`config.mk`:
```
export PLATFORM = sky130hd
export DESIGN_NAME = mac_operand_loader
export DESIGN_NICKNAME = d
export VERILOG_FILES = /design/src/rtl/mac_operand_loader_pkg.sv /design/src/rtl/mac_valid_delay.sv /design/src/rtl/mac_operand_loader.sv
export SDC_FILE = /design/constraint.sdc
export NUM_CORES = 1
export LEC_CHECK = 0
export ABC_AREA = 1
export CAP_MARGIN = 25
export CORE_AREA = 2 2 485 487
export CTS_BUF_LIST = sky130_fd_sc_hd__clkbuf_16
export CTS_CLUSTER_SIZE = 12
export DETAILED_ROUTE_END_ITERATION = 12
export DIE_AREA = 0 0 487 489
export PLACE_DENSITY = 0.48
export REMOVE_ABC_BUFFERS = 1
export SETUP_SLACK_MARGIN = 0.02
export SLEW_MARGIN = 10
export SYNTH_ARGS = -nofsm -noshare
export SYNTH_HDL_FRONTEND = slang
export SYNTH_SLANG_ARGS = --single-unit
```
`constraint.sdc`:
```
create_clock -name clk -period 4 [get_ports clk]
set_input_delay 0.4 -clock clk [delete_from_list [all_inputs] [get_ports clk]]
set_output_delay 0.4 -clock clk [all_outputs]
set_load 0.01 [all_outputs]
```
`src/rtl/mac_operand_loader_pkg.sv`:
```
// Shared defaults and FSM state type for the MAC operand loader.
package mac_operand_loader_pkg;

    localparam int DEF_IN_WIDTH     = 16;
    localparam int DEF_OUTPUT_WIDTH = 32;
    localparam int DEF_N_TAPS       = 36;
    localparam int DEF_MAC_LATENCY  = 3;

    typedef enum logic [1:0] {
        LOAD_K = 2'd0,
        LOAD_I = 2'd1,
        FIRE   = 2'd2
    } state_t;

endpackage

```
`src/rtl/mac_valid_delay.sv`:
```
// Issue-valid delay line: vld_out is vld_in delayed by LATENCY clock edges.
module mac_valid_delay
    import mac_operand_loader_pkg::*;
#(
    parameter int LATENCY = DEF_MAC_LATENCY
) (
    input  logic clk,
    input  logic arst_n_in,
    input  logic vld_in,
    output logic vld_out
);

    logic [LATENCY-1:0] vld_pipe;

    // Shift register of issue strobes; reset flushes any in-flight issue.
    always_ff @(posedge clk or negedge arst_n_in) begin
        if (!arst_n_in) begin
            vld_pipe <= '0;
        end else begin
            vld_pipe[0] <= vld_in;
            for (int i = 1; i < LATENCY; i++) begin
                vld_pipe[i] <= vld_pipe[i-1];
            end
        end
    end

    assign vld_out = vld_pipe[LATENCY-1];

endmodule

```
`src/rtl/mac_operand_loader.sv`:
```
// Streams kernel and activation windows into operand registers for a
// downstream MAC array, issues one window at a time and captures the result.
// Optional feature: define KERNEL_REUSE_EN to keep the loaded kernel across
// windows unless kernel_reload_in is high on the issuing cycle.
module mac_operand_loader
    import mac_operand_loader_pkg::*;
#(
    parameter int IN_WIDTH     = DEF_IN_WIDTH,
    parameter int OUTPUT_WIDTH = DEF_OUTPUT_WIDTH,
    parameter int N_TAPS       = DEF_N_TAPS,
    parameter int MAC_LATENCY  = DEF_MAC_LATENCY
) (
    input  logic                                 clk,
    input  logic                                 arst_n_in,
    input  logic signed [IN_WIDTH-1:0]           data_in,
    input  logic                                 data_valid_in,
    output logic                                 data_ready_out,
    input  logic                                 kernel_reload_in,
    output logic [N_TAPS-1:0][IN_WIDTH-1:0]      I_out,
    output logic [N_TAPS-1:0][IN_WIDTH-1:0]      K_out,
    input  logic signed [OUTPUT_WIDTH-1:0]       mac_result_in,
    output logic signed [OUTPUT_WIDTH-1:0]       result_out,
    output logic                                 result_valid_out,
    input  logic                                 result_ready_in,
    output logic                                 issue_out
);

    localparam int CNT_W = (N_TAPS > 1) ? $clog2(N_TAPS) : 1;
    localparam logic [CNT_W-1:0] LAST_IDX = CNT_W'(N_TAPS - 1);

    state_t           state, state_n;
    logic [CNT_W-1:0] cnt;
    logic             xfer;
    logic             last_word;
    logic             inflight;
    logic             mac_done;

    assign xfer      = data_valid_in && data_ready_out;
    assign last_word = (cnt == LAST_IDX);

`ifndef KERNEL_REUSE_EN
    // Without kernel reuse every window reloads the kernel; the hint is unused.
    logic unused_kernel_reload;
    assign unused_kernel_reload = kernel_reload_in;
`endif

    // State register.
    always_ff @(posedge clk or negedge arst_n_in) begin
        if (!arst_n_in) state <= LOAD_K;
        else            state <= state_n;
    end

    // Next state, ready and issue strobe. Issue waits until the single result
    // slot (in flight or buffered) is free.
    always_comb begin
        state_n        = state;
        data_ready_out = 1'b0;
        issue_out      = 1'b0;
        case (state)
            LOAD_K: begin
                data_ready_out = 1'b1;
                if (data_valid_in && last_word) state_n = LOAD_I;
            end
            LOAD_I: begin
                data_ready_out = 1'b1;
                if (data_valid_in && last_word) state_n = FIRE;
            end
            FIRE: begin
                if (!result_valid_out && !inflight) begin
                    issue_out = 1'b1;
`ifdef KERNEL_REUSE_EN
                    state_n = kernel_reload_in ? LOAD_K : LOAD_I;
`else
                    state_n = LOAD_K;
`endif
                end
            end
            default: state_n = LOAD_K;
        endcase
    end

    // Word counter within the current load phase; wraps to 0 after the last tap.
    always_ff @(posedge clk or negedge arst_n_in) begin
        if (!arst_n_in)    cnt <= '0;
        else if (xfer)     cnt <= last_word ? '0 : cnt + 1'b1;
    end

    // Operand registers: each accepted word lands in the tap selected by cnt.
    // No writes happen in FIRE, so the window is stable through issue.
    always_ff @(posedge clk or negedge arst_n_in) begin
        if (!arst_n_in) begin
            I_out <= '0;
            K_out <= '0;
        end else if (xfer) begin
            for (int n = 0; n < N_TAPS; n++) begin
                if (cnt == CNT_W'(n)) begin
                    if (state == LOAD_K) K_out[n] <= data_in;
                    else                 I_out[n] <= data_in;
                end
            end
        end
    end

    mac_valid_delay #(
        .LATENCY (MAC_LATENCY)
    ) u_valid_delay (
        .clk       (clk),
        .arst_n_in (arst_n_in),
        .vld_in    (issue_out),
        .vld_out   (mac_done)
    );

    // Tracks the one issued window whose result has not yet arrived.
    always_ff @(posedge clk or negedge arst_n_in) begin
        if (!arst_n_in)     inflight <= 1'b0;
        else if (issue_out) inflight <= 1'b1;
        else if (mac_done)  inflight <= 1'b0;
    end

    // Result buffer: capture the MAC sum as-is, hold until the consumer takes it.
    always_ff @(posedge clk or negedge arst_n_in) begin
        if (!arst_n_in) begin
            result_out       <= '0;
            result_valid_out <= 1'b0;
        end else if (mac_done) begin
            result_out       <= mac_result_in;
            result_valid_out <= 1'b1;
        end else if (result_ready_in) begin
            result_valid_out <= 1'b0;
        end
    end

endmodule

```
Word-level counts from Yosys, hierarchy flattened --
Cells that the tools add are included.
Cells by class: add/subtract/negate cells 1, reductions and logical operators 83, eq/ne operators 40, mux-type cells 12, bitwise logic cells 1
Operator list (count):
- AND reduction 3 bit | 73
- == test 6 x 5 -> 1 bit (second input constant) | 16
- == test 6 x 4 -> 1 bit (second input constant) | 8
- == test 6 x 3 -> 1 bit (second input constant) | 4
- == test 6 bit (second input constant) | 4
- == test 6 x 2 -> 1 bit (second input constant) | 2
- two-way mux 1 bit | 7
- adder 6 x 1 -> 6 bit (second input constant) | 1
- == test 6 x 1 -> 1 bit (second input constant) | 1
- zero test 6 bit | 1
- two-way mux 2 bit | 3
- two-way mux 6 bit | 1
- != test 2 bit (second input constant) | 3
- one-hot mux 2 bit (3 select lines) | 1
- nonzero test 2 bit | 2
- logical AND 1 bit | 3
- == test 2 x 1 -> 1 bit (second input constant) | 1
- == test 2 bit (second input constant) | 1
- zero test 1 bit | 2
- zero test 2 bit | 1
- OR reduction 2 bit | 1
- NOT 1 bit | 1
Word-level totals: logic and storage cells 215, input port bits 53, output and inout bits 1187, register bits after elaboration 1197

Depth between registers and ports, before layout --
word-level depth 5, gate-level depth with buffers 9, gate-level depth less buffers 7

Modules after synthesis --
A second synthesis with hierarchy kept.
Unflattened totals: cells, all modules 4168, area, all modules 43256.5 sq um
Modules (own cells, without submodules):
- mac_operand_loader | cells each 4165, area an instance 43181.4 sq um, sequential area each 29878.7 sq um, instances 1
- mac_valid_delay | cells each 3, area an instance 75.1 sq um, sequential area each 75.1 sq um, instances 1

Worst setup path after synthesis --
No wires, ideal clock.
path kind reg2reg, start point reg state[1], end point reg K_out[77] (netlist bit), required time 3.867 ns, clock period less this slack 1.668 ns, path slack 2.332 ns, path buffers 2, cell stages (with the launch flop) 9, arrival 1.534 ns, setup time 0.133 ns, path through dfrtp_1 -> nor2_4 -> inv_2 -> nor2_4 -> buf_12 -> nand2_2 -> buf_2 -> nand2_1 -> o21ai_0
On the way: word-level cells in the longest chain between the ends 5, elaborated cells between the ends (all ways) 6, those cells by class eq/ne: 1; mux: 1; reduce/logical: 4
RTL lines:
- start, declared | line mac_operand_loader.sv:31 | state_t state, state_n;
- start signal, assigned | line mac_operand_loader.sv:50 | else state <= state_n;
- == test 2 x 1 -> 1 bit / zero test 2 bit (equally long branches) | line mac_operand_loader.sv:59, mac_operand_loader.sv:97
- OR reduction 2 bit (no line)
- two-way mux 1 bit | line mac_operand_loader.sv:59 | case (state)
- logical AND 1 bit | line mac_operand_loader.sv:38 | assign xfer = data_valid_in && data_ready_out;
- AND reduction 3 bit (no line) (*)
- end signal, assigned by index | line mac_operand_loader.sv:97 | if (state == LOAD_K) K_out[n] <= data_in;
- end, declared | line mac_operand_loader.sv:20 | output logic [N_TAPS-1:0][IN_WIDTH-1:0] K_out,
Every way passes the cells marked *; elsewhere a longest branch is shown, timed or not. A chain may end at the register's enable or synchronous reset.

Final worst setup path --
start point reg cnt[5], end point reg I_out[354] (netlist bit)
On the way: word-level cells in the longest chain between the ends 2
RTL lines:
- start, declared | line mac_operand_loader.sv:32 | logic [CNT_W-1:0] cnt;
- start signal, assigned | line mac_operand_loader.sv:85 | else if (xfer) cnt <= last_word ? '0 : cnt + 1'b1;
- == test 6 x 5 -> 1 bit | line mac_operand_loader.sv:96 | if (cnt == CNT_W'(n)) begin
- AND reduction 3 bit (no line)
- end signal, assigned by index | line mac_operand_loader.sv:98 | else I_out[n] <= data_in;
- end, declared | line mac_operand_loader.sv:19 | output logic [N_TAPS-1:0][IN_WIDTH-1:0] I_out,
No other way between the ends.

==> results.sh <==
export IMPL_outcome="complete, no violations"
export IMPL_hp_class="input pin to flop"
export IMPL_clk_latency_ns=0.80
export IMPL_p_switching_mw=13.5
export IMPL_clock_path_buffers=3
export IMPL_antenna_left=0
export IMPL_ys_types=23
export IMPL_synth_flop_cell="dfrtp_1"
export IMPL_ys_warn_count=0
export IMPL_swShare_pct=32.4
export IMPL_clk_pin_slew_ns=0.07
export IMPL_crit_fanout=32
export IMPL_track_usage_pct=15.7
export IMPL_combPwrFrac_pct=30.1
export IMPL_multi_input_area_sq_mm=0.0116
export IMPL_synth_area_per_cell_sq_um=10.5
export IMPL_overflow=0
export IMPL_drive_above_1_share_pct=6.41
export IMPL_hold_path_endpoint="result_out[8]$_DFFE_PN0P_"
export IMPL_path_cells="inv_1 -> nand2_1 -> buf_4 -> nor2_1 -> nand2_2 -> o21ai_0"
export IMPL_cts_sink_count=1197
export IMPL_relSlewSlack_pct=35.1
export IMPL_worstPathArrival_ns=3.57
export IMPL_boundaryPins=1240
export IMPL_seqCellArea_sq_mm=0.0300
export IMPL_cp_slowest_stage_delay_ns=0.55
export IMPL_port_buffers=1238
export IMPL_rows=178
export IMPL_critPathSlowestCell="nand2_2"
export IMPL_ctsHoldBuffers=1
export IMPL_setup_tns_ns=0
export IMPL_endpoint_kind="flop"
export IMPL_wire_per_inst_um=22.8
export IMPL_core_area_sq_mm=0.234
export IMPL_nets=5311
export IMPL_met1_usage_pct=19.8
export IMPL_synth_edf_count=0
export IMPL_layout_min_cycle_time_ns=2.91
export IMPL_grtUsageMet2_pct=24.7
export IMPL_ys_ff_latch=1197
export IMPL_leakagePower_nw=27.7
export IMPL_vias_per_cell=4.02
export IMPL_synthToLayoutAreaGrowth_pct=46.5
export IMPL_r2r_setup_slack_ns=1.09
export IMPL_final_cell_mix="1274 x nand2_1, 1237 x clkdlybuf4s50_1, 1197 x dfrtp_1, 1067 x o21ai_0, 143 x clkbuf_16"
export IMPL_cts_tree="built"
export IMPL_place_ws_ns=1.01
export IMPL_cts_root_buf="clkbuf_16"
export IMPL_grt_pass1_vias=33500
export IMPL_mostFrequentLayoutCell="nand2_1"
export IMPL_power_frac_seq_pct=40.3
export IMPL_ys_seq_area_share_pct=69.3
export IMPL_finalWirelength_um=192000
export IMPL_setup_viol=0
export IMPL_drc=0
export IMPL_r2r_start="cnt[5]$_DFFE_PN0P_"
export IMPL_fin_skew_ns=0.0571
export IMPL_groute_layer_met3_usage_pct=5.56
export IMPL_synthCells=4136
export IMPL_dieArea_sq_mm=0.238
export IMPL_worstSetupPathType="flop to flop"
export IMPL_vdd_drop_max_mv=0.295
export IMPL_whs_path_depth=3
export IMPL_max_freq_mhz=344
export IMPL_hold_viol=0
export IMPL_first_iter_violations=2319
export IMPL_rsz0062_at_grt="no"
export IMPL_vias=34000
export IMPL_grt_pass1_wl_um=267000
export IMPL_clkPwrFrac_pct=29.6
export IMPL_die_h_um=489
export IMPL_r2r_end="I_out[354]$_DFFE_PN0P_"
export IMPL_setup_ws_ns=1.09
export IMPL_grt_max_degree=101
export IMPL_startpoint_type="flop"
export IMPL_htreeDepth=4
export IMPL_dieWidth_um=487
export IMPL_place_congestion=0.761
export IMPL_intPower_mw=28.1
export IMPL_p_per_area_mw_per_mm2=657
export IMPL_syn_area_sq_mm=0.0432
export IMPL_num_fill_cells=24500
export IMPL_min_period_over_period_pct=72.8
export IMPL_r2r_cells=6
export IMPL_post_cts_buffers=0
export IMPL_drv_cap=0
export IMPL_grt_busiest_layer="met2"
export IMPL_crit_required_ns=4.66
export IMPL_antenna_found_initial=26
export IMPL_cts_resized=0
export IMPL_drtPass1Iterations=5
export IMPL_start_util_pct=18.5
export IMPL_async_reset_ff_share_pct=100
export IMPL_worst_pin_slew_ns=0.973
export IMPL_drv_slew=0
export IMPL_place_hpwl_um=126000
export IMPL_cts_buffers=141
export IMPL_hold_start="mac_result_in[8]"
## final cells by class
cell class	instances	share of cell area [%]
Inverter	31	0.247
Timing Repair Buffer	1320	21.2
Tap cell	3060	6.05
Clock inverter	113	1.25
Sequential cell	1197	47.3
Clock buffer	143	5.65
Multi-Input combinational cell	2563	18.2
Antenna cell	26	0.103
## stage by stage
stage | util [%] | hold slack [ns] | power, mW | std cells | area [sq um]
2_1_floorplan | - | 0.104 | 20.8 | 3791 | 41600
3_3_place_gp | 25.2 | 0.335 | 29.5 | 8168 | 58800
3_5_place_dp | 25.2 | 0.337 | 29.7 | 8170 | 58900
4_1_cts | 27.1 | 0.0662 | 42.3 | 8427 | 63300
5_1_grt | 27.1 | 0.119 | 43.9 | 8428 | 63300
6_report | 27.1 | 0.167 | 41.6 | 8453 | 63300
## critical path, delay by kind of cell, from the launching register on
kind / cells / cell delay (ns)
flops: 1 / 0.42
simple gates: 3 / 1.49
compound gates: 1 / 0.33
buf+inv: 2 / 0.50
## power by group through the flow
stage | Sequential [mW] | Clock, mW | Combinational [mW]
global route | 17.1 | 13.2 | 13.6
finish | 16.8 | 12.3 | 12.5
global placement | 16.8 | 0 | 12.7
CTS | 16.7 | 12.7 | 12.8
detailed placement | 16.9 | 0 | 12.8
floorplan | 18.2 | 0 | 2.65
## worst max path at each step
stage                        endpoint  slack (ns)                 start
3_3_place_gp    I_out[58]$_DFFE_PN0P_        0.89    cnt[5]$_DFFE_PN0P_
4_1_cts        I_out[354]$_DFFE_PN0P_        0.99    cnt[5]$_DFFE_PN0P_
6_report       I_out[354]$_DFFE_PN0P_        1.09    cnt[5]$_DFFE_PN0P_
5_1_grt        I_out[354]$_DFFE_PN0P_        0.85    cnt[5]$_DFFE_PN0P_
3_5_place_dp    K_out[77]$_DFFE_PN0P_        1.01         data_valid_in
2_1_floorplan  I_out[182]$_DFFE_PN0P_        0.47  state[1]$_DFFE_PN0P_
## cell usage after synthesis, types with 3 or more instances
| cell type | count | share of area (%) |
|---|---|---|
| clkbuf_1 | 168 | 1.5 |
| nand2_1 | 1276 | 11 |
| inv_1 | 29 | 0.25 |
| buf_2 | 127 | 1.5 |
| nand2_2 | 14 | 0.20 |
| nor2_1 | 39 | 0.34 |
| nand4_1 | 3 | 0.043 |
| dfrtp_1 | 1197 | 69 |
| o21ai_0 | 1067 | 12 |
| clkbuf_2 | 37 | 0.43 |
| buf_12 | 3 | 0.14 |
| buf_6 | 4 | 0.10 |
| buf_4 | 6 | 0.10 |
| o21ai_1 | 91 | 1.1 |
| xor2_1 | 3 | 0.061 |
| nand2_4 | 45 | 1.2 |
| ha_1 | 4 | 0.12 |
| nand3_1 | 16 | 0.19 |
## logic make-up after synthesis
logic type / count (synthesis) / share of synthesized area [%]
XOR/XNOR: 3 / 0.0608
adder cells (fa/ha/maj): 4 / 0.116
buffers and inverters: 376 / 3.97
AND/OR/NAND/NOR: 1397 / 13.1
AO/OA/AOI/OAI: 1159 / 13.4
flip-flops: 1197 / 69.3
## routing by layer
| layer | up-vias | part of all wire (%) |
|---|---|---|
| li1 | 15800 | - |
| met1 | 16600 | 42 |
| met2 | 1326 | 45 |
| met3 | 275 | 9.4 |
| met4 | 6 | 3.3 |
| met5 | - | 0.024 |
## flip-flops by register name (all words and copies together) (netlist names)
signal,count
I_out,576
K_out,576
result_out,32
cnt,6
u_valid_delay.vld_pipe,3
state,2
inflight,1
result_valid_out,1
No activity file was read; power rests on OpenSTA's default activity.
